[src/rtl/reg_wr_select_arb_if.sv]
// reg_wr_select_arb_if
//   Bundles the request and response signals of the register-file write-select
//   arbiter. Clock and reset stay outside as plain ports.
//
//   Signals
//     hold        : pipeline stall; no request is accepted while it is high
//     a_valid/a_addr/a_ready : channel A request handshake
//     b_valid/b_addr/b_ready : channel B request handshake
//     select_line : registered write select into the register file
//     viol        : one-cycle pulse, a protected write was dropped
//     viol_cnt    : saturating count of dropped protected writes
//
//   Modports
//     master : the requesting pipeline, which drives requests and sees responses
//     slave  : the arbiter
interface reg_wr_select_arb_if #(
    parameter int ADDR_W = 4,
    parameter int CNT_W  = 8
);
    localparam int NUM_REGS = 2**ADDR_W;

    logic                hold;
    logic                a_valid;
    logic [ADDR_W-1:0]   a_addr;
    logic                a_ready;
    logic                b_valid;
    logic [ADDR_W-1:0]   b_addr;
    logic                b_ready;
    logic [NUM_REGS-1:0] select_line;
    logic                viol;
    logic [CNT_W-1:0]    viol_cnt;

    modport master (
        output hold, a_valid, a_addr, b_valid, b_addr,
        input  a_ready, b_ready, select_line, viol, viol_cnt
    );

    modport slave (
        input  hold, a_valid, a_addr, b_valid, b_addr,
        output a_ready, b_ready, select_line, viol, viol_cnt
    );
endinterface

[src/rtl/reg_wr_select_arb.sv]
// reg_wr_select_arb
//   Registered write-select arbiter for a register file. Two pipeline channels
//   (A, B) present register addresses with a valid/ready handshake. Requests to
//   the same address are resolved by a fairness toggle. Writes to protected
//   registers are accepted but their select bit is suppressed, and they are
//   reported through a violation pulse and a saturating counter.
//
//   Ports
//     clk   : system clock, rising edge
//     rst_n : synchronous active-low reset
//     bus   : reg_wr_select_arb_if.slave
//             (hold, a_valid/a_addr/a_ready, b_valid/b_addr/b_ready,
//              select_line, viol, viol_cnt)
module reg_wr_select_arb #(
    parameter int                     ADDR_W       = 4,
    parameter logic [(2**ADDR_W)-1:0] PROTECT_MASK = {{((2**ADDR_W)-1){1'b0}}, 1'b1},
    parameter int                     CNT_W        = 8
) (
    input logic                clk,
    input logic                rst_n,
    reg_wr_select_arb_if.slave bus
);
    localparam int NUM_REGS = 2**ADDR_W;

    typedef enum logic {
        PRIO_A = 1'b0,
        PRIO_B = 1'b1
    } prio_e;

    prio_e               prio_q, prio_d;
    logic [NUM_REGS-1:0] select_line_q, select_line_d;
    logic                viol_q, viol_d;
    logic [CNT_W-1:0]    viol_cnt_q, viol_cnt_d;

    logic       conflict;
    logic       a_ready, b_ready;
    logic       a_fire, b_fire;
    logic       a_hit, b_hit;
    logic [1:0] hits;

    // Adds 0..2 to the counter and sticks at all-ones instead of wrapping.
    function automatic logic [CNT_W-1:0] sat_add(input logic [CNT_W-1:0] cnt,
                                                 input logic [1:0]       inc);
        logic [CNT_W:0] sum;
        sum = {1'b0, cnt} + {{(CNT_W-1){1'b0}}, inc};
        sat_add = sum[CNT_W] ? {CNT_W{1'b1}} : sum[CNT_W-1:0];
    endfunction

    function automatic logic [NUM_REGS-1:0] onehot(input logic [ADDR_W-1:0] addr);
        onehot = {{(NUM_REGS-1){1'b0}}, 1'b1} << addr;
    endfunction

    // Accept logic: on a same-address conflict only the priority holder is
    // ready; the loser sees ready=0 and must hold its request.
    always_comb begin
        conflict = bus.a_valid && bus.b_valid && (bus.a_addr == bus.b_addr);
        a_ready  = rst_n && !bus.hold && !(conflict && (prio_q == PRIO_B));
        b_ready  = rst_n && !bus.hold && !(conflict && (prio_q == PRIO_A));
        a_fire   = bus.a_valid && a_ready;
        b_fire   = bus.b_valid && b_ready;
        // A conflict lets only one channel fire, so a protected conflict
        // counts once, for the winner.
        a_hit    = a_fire && PROTECT_MASK[bus.a_addr];
        b_hit    = b_fire && PROTECT_MASK[bus.b_addr];
        hits     = {1'b0, a_hit} + {1'b0, b_hit};
    end

    // Priority FSM: flips after every conflict it resolves, so the loser
    // wins the next conflicting cycle.
    always_comb begin
        prio_d = prio_q;
        if (conflict && !bus.hold) begin
            case (prio_q)
                PRIO_A: prio_d = PRIO_B;
                PRIO_B: prio_d = PRIO_A;
            endcase
        end
    end

    always_comb begin
        select_line_d = '0;
        if (a_fire) begin
            select_line_d = select_line_d | onehot(bus.a_addr);
        end
        if (b_fire) begin
            select_line_d = select_line_d | onehot(bus.b_addr);
        end
        select_line_d = select_line_d & ~PROTECT_MASK;
        viol_d        = a_hit || b_hit;
        viol_cnt_d    = sat_add(viol_cnt_q, hits);
    end

    // Output register stage
    always_ff @(posedge clk) begin
        if (!rst_n) begin
            prio_q        <= PRIO_A;
            select_line_q <= '0;
            viol_q        <= 1'b0;
            viol_cnt_q    <= '0;
        end else begin
            prio_q        <= prio_d;
            select_line_q <= select_line_d;
            viol_q        <= viol_d;
            viol_cnt_q    <= viol_cnt_d;
        end
    end

    assign bus.a_ready     = a_ready;
    assign bus.b_ready     = b_ready;
    assign bus.select_line = select_line_q;
    assign bus.viol        = viol_q;
    assign bus.viol_cnt    = viol_cnt_q;
endmodule

[src/flat_wrapper.sv]
// flat-port wrapper written by rule: the top's interface ports become plain ports
module reg_wr_select_arb_flat 
#(
    parameter int                     ADDR_W       = 4,
    parameter logic [(2**ADDR_W)-1:0] PROTECT_MASK = {{((2**ADDR_W)-1){1'b0}}, 1'b1},
    parameter int                     CNT_W        = 8
)
  (clk, rst_n, bus_hold, bus_a_valid, bus_a_addr, bus_b_valid, bus_b_addr, bus_a_ready, bus_b_ready, bus_select_line, bus_viol, bus_viol_cnt);
  reg_wr_select_arb_if #(.ADDR_W(ADDR_W), .CNT_W(CNT_W)) bus_i ();
  input logic clk;
  input logic rst_n;
  input wire logic [$bits(bus_i.hold)-1:0] bus_hold;
  input wire logic [$bits(bus_i.a_valid)-1:0] bus_a_valid;
  input wire logic [$bits(bus_i.a_addr)-1:0] bus_a_addr;
  input wire logic [$bits(bus_i.b_valid)-1:0] bus_b_valid;
  input wire logic [$bits(bus_i.b_addr)-1:0] bus_b_addr;
  output wire logic [$bits(bus_i.a_ready)-1:0] bus_a_ready;
  output wire logic [$bits(bus_i.b_ready)-1:0] bus_b_ready;
  output wire logic [$bits(bus_i.select_line)-1:0] bus_select_line;
  output wire logic [$bits(bus_i.viol)-1:0] bus_viol;
  output wire logic [$bits(bus_i.viol_cnt)-1:0] bus_viol_cnt;
  assign bus_i.hold = bus_hold;
  assign bus_i.a_valid = bus_a_valid;
  assign bus_i.a_addr = bus_a_addr;
  assign bus_i.b_valid = bus_b_valid;
  assign bus_i.b_addr = bus_b_addr;
  assign bus_a_ready = bus_i.a_ready;
  assign bus_b_ready = bus_i.b_ready;
  assign bus_select_line = bus_i.select_line;
  assign bus_viol = bus_i.viol;
  assign bus_viol_cnt = bus_i.viol_cnt;
  reg_wr_select_arb #(.ADDR_W(ADDR_W), .PROTECT_MASK(PROTECT_MASK), .CNT_W(CNT_W)) u_core (.clk(clk), .rst_n(rst_n), .bus(bus_i));
endmodule
[config.mk]
export PLATFORM = sky130hd
export DESIGN_NAME = reg_wr_select_arb_flat
export DESIGN_NICKNAME = d
export VERILOG_FILES = /design/src/rtl/reg_wr_select_arb_if.sv /design/src/rtl/reg_wr_select_arb.sv /design/src/flat_wrapper.sv
export SDC_FILE = /design/constraint.sdc
export NUM_CORES = 1
export LEC_CHECK = 0
export CAP_MARGIN = 20
export CORE_MARGIN = 3
export CORE_UTILIZATION = 39
export CTS_BUF_LIST = sky130_fd_sc_hd__clkbuf_16
export CTS_CLUSTER_DIAMETER = 30
export DETAILED_ROUTE_END_ITERATION = 7
export PLACE_DENSITY = 0.72
export SLEW_MARGIN = 20
export SYNTH_ARGS = -nofsm -noshare
export SYNTH_HDL_FRONTEND = slang
export SYNTH_SLANG_ARGS = --single-unit
[constraint.sdc]
create_clock -name clk -period 2.7 [get_ports clk]
set_input_delay 0.675 -clock clk [delete_from_list [all_inputs] [get_ports clk]]
set_output_delay 0.675 -clock clk [all_outputs]
set_load 0.02 [all_outputs]
==> impl_results.md, run 1 <==
- Worst-case setup margin in the final layout: ~0.067 ns
- Die Footprint: roughly 3600 um^2
- Post-DR wirelength/cell: roughly 15 um
- Via count of the first global-routing pass: between 1000 and 1500
- Largest net degree at the start of global routing: 16
- Setup Crit Path Kind: in2out
- Num CTS Buffers: 3
- Cell area after layout: 1960 um^2
- Net count of the mapped netlist: roughly 130
- Vias: 1179
- Max stage delay on crit path: approximately 0.49 ns
- Reg2reg setup slack: approximately 0.7 ns
- Synthesized-area fraction occupied by ao, oa, aoi and oai cells: between 20 and 25%
- DR vias/cell: between 5 and 6
- Maximum ir drop on the vdd rail: ~0.41 mV
- Count of buffer and inverter cells on the critical path: 2
- Setup crit start kind: input pin
- CTS clock-pin slew for the worst setup and hold paths: about 0.06 ns
- Synthesized area per cell: around 10 um^2
- First-pass GRT wire length: around 5000 um
- Mux share of post-synthesis cell area: 0.878%
- Main area contributors after synthesis: sky130_fd_sc_hd__dfxtp_1, sky130_fd_sc_hd__o22ai_1, sky130_fd_sc_hd__xnor2_1, sky130_fd_sc_hd__o211ai_2, sky130_fd_sc_hd__a21boi_0
- FMAX: between 300 and 400 MHz
- Maximum level of the CTS H-tree: 1
- # Max-Cap Violations: 0
- Result of the run: finished clean
- Routability cong.: ~0.8
- Critical-path maximum fanout: 7
- Worst slack at placement: -0.498 ns
- Clock Latency Late Sink: ~0.25 ns
- Congestion Overflow GR: 0
- Port Buffer Count: 38
- Proportion of synthesized chip area in sequential cells: between 40% and 50%
- Antenna-violating nets left: 0
- Final period demand of the worst path: 2.63 ns
- Data arrival time of the critical path: around 2 ns
- Maximum clock path buffer count: 2
- Number of placed I/O pins: 40
- CP Data Required Time: roughly 2.0 ns
- Leakage Power: ~0.8 nW
- Switching power: 186 uW
- Cell Pwr Density: roughly 420 nW/um^2
- Leading cell type in the layout, fill and taps excluded: sky130_fd_sc_hd__buf_4
- Synthesized instance count: 114
- Slew Viols, Final: 0
- All-Layer GR Usage: a little under a fifth
- Total placed instance area: between 1500 and 2000 um^2
- Ant diodes: 0
- Post-synthesis cell area: between 1000 and 1500 um^2
- Hold violation count in the final report: 0
- Number of synthesis warnings: 0
- Setup TNS: 0 ns
- Area share of the largest cell type after synthesis: a little over two fifths
- DR pass1 iterations: 4
- Clock tree from TritonCTS: done
- Area grow syn2layout: 72.1%
- Fraction of registers with async set or reset after synthesis: 0%
- Setup repair after global routing missed its margin: true
- Type of destination of the critical path: primary output
- Hold Worst Slack: between 0.5 and 0.6 ns
- Post-synthesis share of cell area spent on full adders, half adders and majority gates: under 10%
- Fraction of final layout cells sized beyond drive strength 1: between 30 and 40%
- Setup-violating endpoint count in the final report: 0
- Combinational group share of total power: between 15 and 20%
- Part of the total power dissipated in sequential elements: between 40% and 50%
- Dominant combinational cell family by area after synthesis: compound AO/OA/AOI/OAI gates
- Final nets: between 200 and 250
- Critical-path cell list: clkdlybuf4s50_1 -> nand2_1 -> nand4b_4 -> nor3b_2 -> nor2_1 -> clkdlybuf4s15_2
- DR DRC count: 0
- Count of hold-fix buffers inserted at cts: 0
- DP Wirelength: 2310 um
- Simple-gate portion of the synthesized area: 21.7%
- Internal power of the cells: about 640 uW
- Drt total wl: between 3000 and 4000 um
- Clock net sink count: 25
- Final cycle utilization of the critical path: a little over nine tenths
- Area of the core: around 2600 um^2
- Die width: 60.1 um
- Die height: approximately 60 um
- Path category of the worst min-delay check: reg2reg
- Fraction of synthesized cell area in xor and xnor cells: approximately 6%
- Final setup skew: approximately 0.00096 ns
- Number of core rows: 18
- Clock network fraction of design power: approximately two fifths
- Distinct cells, synth: 32
- Switching power share of the total: between 20% and 30%
- Cell type contributing the most total cell area after synthesis: sky130_fd_sc_hd__dfxtp_1
- Antenna violations before repair: 0
- Synth Register Bits: 25
- Family of cells with the greatest summed delay on the critical path: buffers and inverters
- Starting Density: a little over two fifths
- Count of flip-flops with a built-in enable after synthesis: 0
- Initial DRC count: 39
- Root Buffer: sky130_fd_sc_hd__clkbuf_16
- Worst-path cell with the longest stage delay: sky130_fd_sc_hd__clkdlybuf4s50_1
- Commonest cells after routing, fill and taps aside: sky130_fd_sc_hd__buf_4, sky130_fd_sc_hd__clkdlybuf4s50_1, sky130_fd_sc_hd__dfxtp_1
- Main synth FF type: sky130_fd_sc_hd__dfxtp_1
[repair_timing]
item | CTS | global route
buffers inserted | 4 | 2
pin swaps | 12 | 8
setup endpoints to repair | 10 | 10
resized for setup | 23 | 17
cloned | 0 | 0
[worst reg2reg max path, delay by kind of cell (launching register included)]
| family | cells | cell delay, ns |
|---|---|---|
| buf+inv | 1 | 0.13 |
| simple gates | 4 | 0.39 |
| flops | 1 | 0.59 |
| fa+ha+maj | 1 | 0.33 |
| compound gates | 2 | 0.28 |
| xor+xnor | 1 | 0.16 |
[area by class of cell]
class                           count  area [um^2]
Tap cell                           30         37.5
Clock inverter                      1         7.51
Timing Repair Buffer               71          626
Multi-Input combinational cell     83          704
Fill cell                         190          673
Inverter                            3         11.3
Clock buffer                        3         75.1
Sequential cell                    25          500
[metrics by stage]
stage	power, mW	cells	util (%)
final	0.823	216	74.5
after detailed placement	0.494	206	66.2
after global placement	0.491	206	66.2
after floorplan	0.430	114	-
after CTS	0.822	214	72.3
after global routing	0.852	216	74.5
[flip-flops by register name, indices dropped and copies added (netlist names)]
name	count
u_core.bus.viol	1
u_core.bus.select_line	15
u_core.prio_q	1
u_core.bus.viol_cnt	8
[cells in the mapped netlist (3+ instances only)]
cell type / n
sky130_fd_sc_hd__nor2_1: 9
sky130_fd_sc_hd__xnor2_1: 7
sky130_fd_sc_hd__inv_1: 3
sky130_fd_sc_hd__nor3b_1: 3
sky130_fd_sc_hd__nand2b_1: 4
sky130_fd_sc_hd__a21boi_0: 6
sky130_fd_sc_hd__dfxtp_1: 25
sky130_fd_sc_hd__o211ai_2: 4
sky130_fd_sc_hd__o22ai_1: 16
sky130_fd_sc_hd__nand2_1: 8
sky130_fd_sc_hd__nand4_1: 4
[power groups by stage]
stage	logic (mW)	registers, mW	clock network, mW
5_1_grt	0.133	0.373	0.346
2_1_floorplan	0.0448	0.385	0
6_report	0.125	0.373	0.325
3_3_place_gp	0.109	0.381	0
4_1_cts	0.120	0.373	0.329
3_5_place_dp	0.112	0.381	0
[final timing paths]
kind,from,endpoint,depth (start not counted)
worst min register to register,u_core.bus.viol_cnt[7]$_SDFF_PN0_,u_core.bus.viol_cnt[7]$_SDFF_PN0_,2
worst min-delay path,u_core.bus.viol_cnt[7]$_SDFF_PN0_,u_core.bus.viol_cnt[7]$_SDFF_PN0_,2
worst max register to register,u_core.prio_q$_SDFFE_PN0P_,u_core.bus.viol_cnt[5]$_SDFF_PN0_,9
worst max-delay path,bus_b_valid,bus_b_ready,6
[per-layer routing]
layer  global-route usage [%]  vias to the layer above  wire (um)
met1                     21.1                      538       1200
met3                     3.02                       13        192
met2                     34.0                       60       1700
li1                         -                      568          -
met4                     4.11                        0         51
met5                        0                        -          0
[kinds of logic (layout without fill, tap and decap cells)]
kind of cell / Yosys count / after routing
AOI/OAI and AO/OA: 31 / 31
xor gates and xnor gates: 8 / 8
adders and majority gates: 1 / 1
buffers and inverters: 6 / 78
DFF: 25 / 25
muxes: 1 / 1
other: 1 / 1
and+or+nand+nor: 41 / 41
(Power assumes the default switching activity.)
==> inputs of run 2 (changes only) <==
--- a/config.mk
+++ b/config.mk
@@ -11,6 +11,7 @@
 export CTS_BUF_LIST = sky130_fd_sc_hd__clkbuf_16
 export CTS_CLUSTER_DIAMETER = 30
 export DETAILED_ROUTE_END_ITERATION = 7
+export HOLD_SLACK_MARGIN = 0.06
 export PLACE_DENSITY = 0.72
 export SLEW_MARGIN = 20
 export SYNTH_ARGS = -nofsm -noshare
==> results of run 2 <==
Final layout, timing and power as in run 1 (identical DEF).
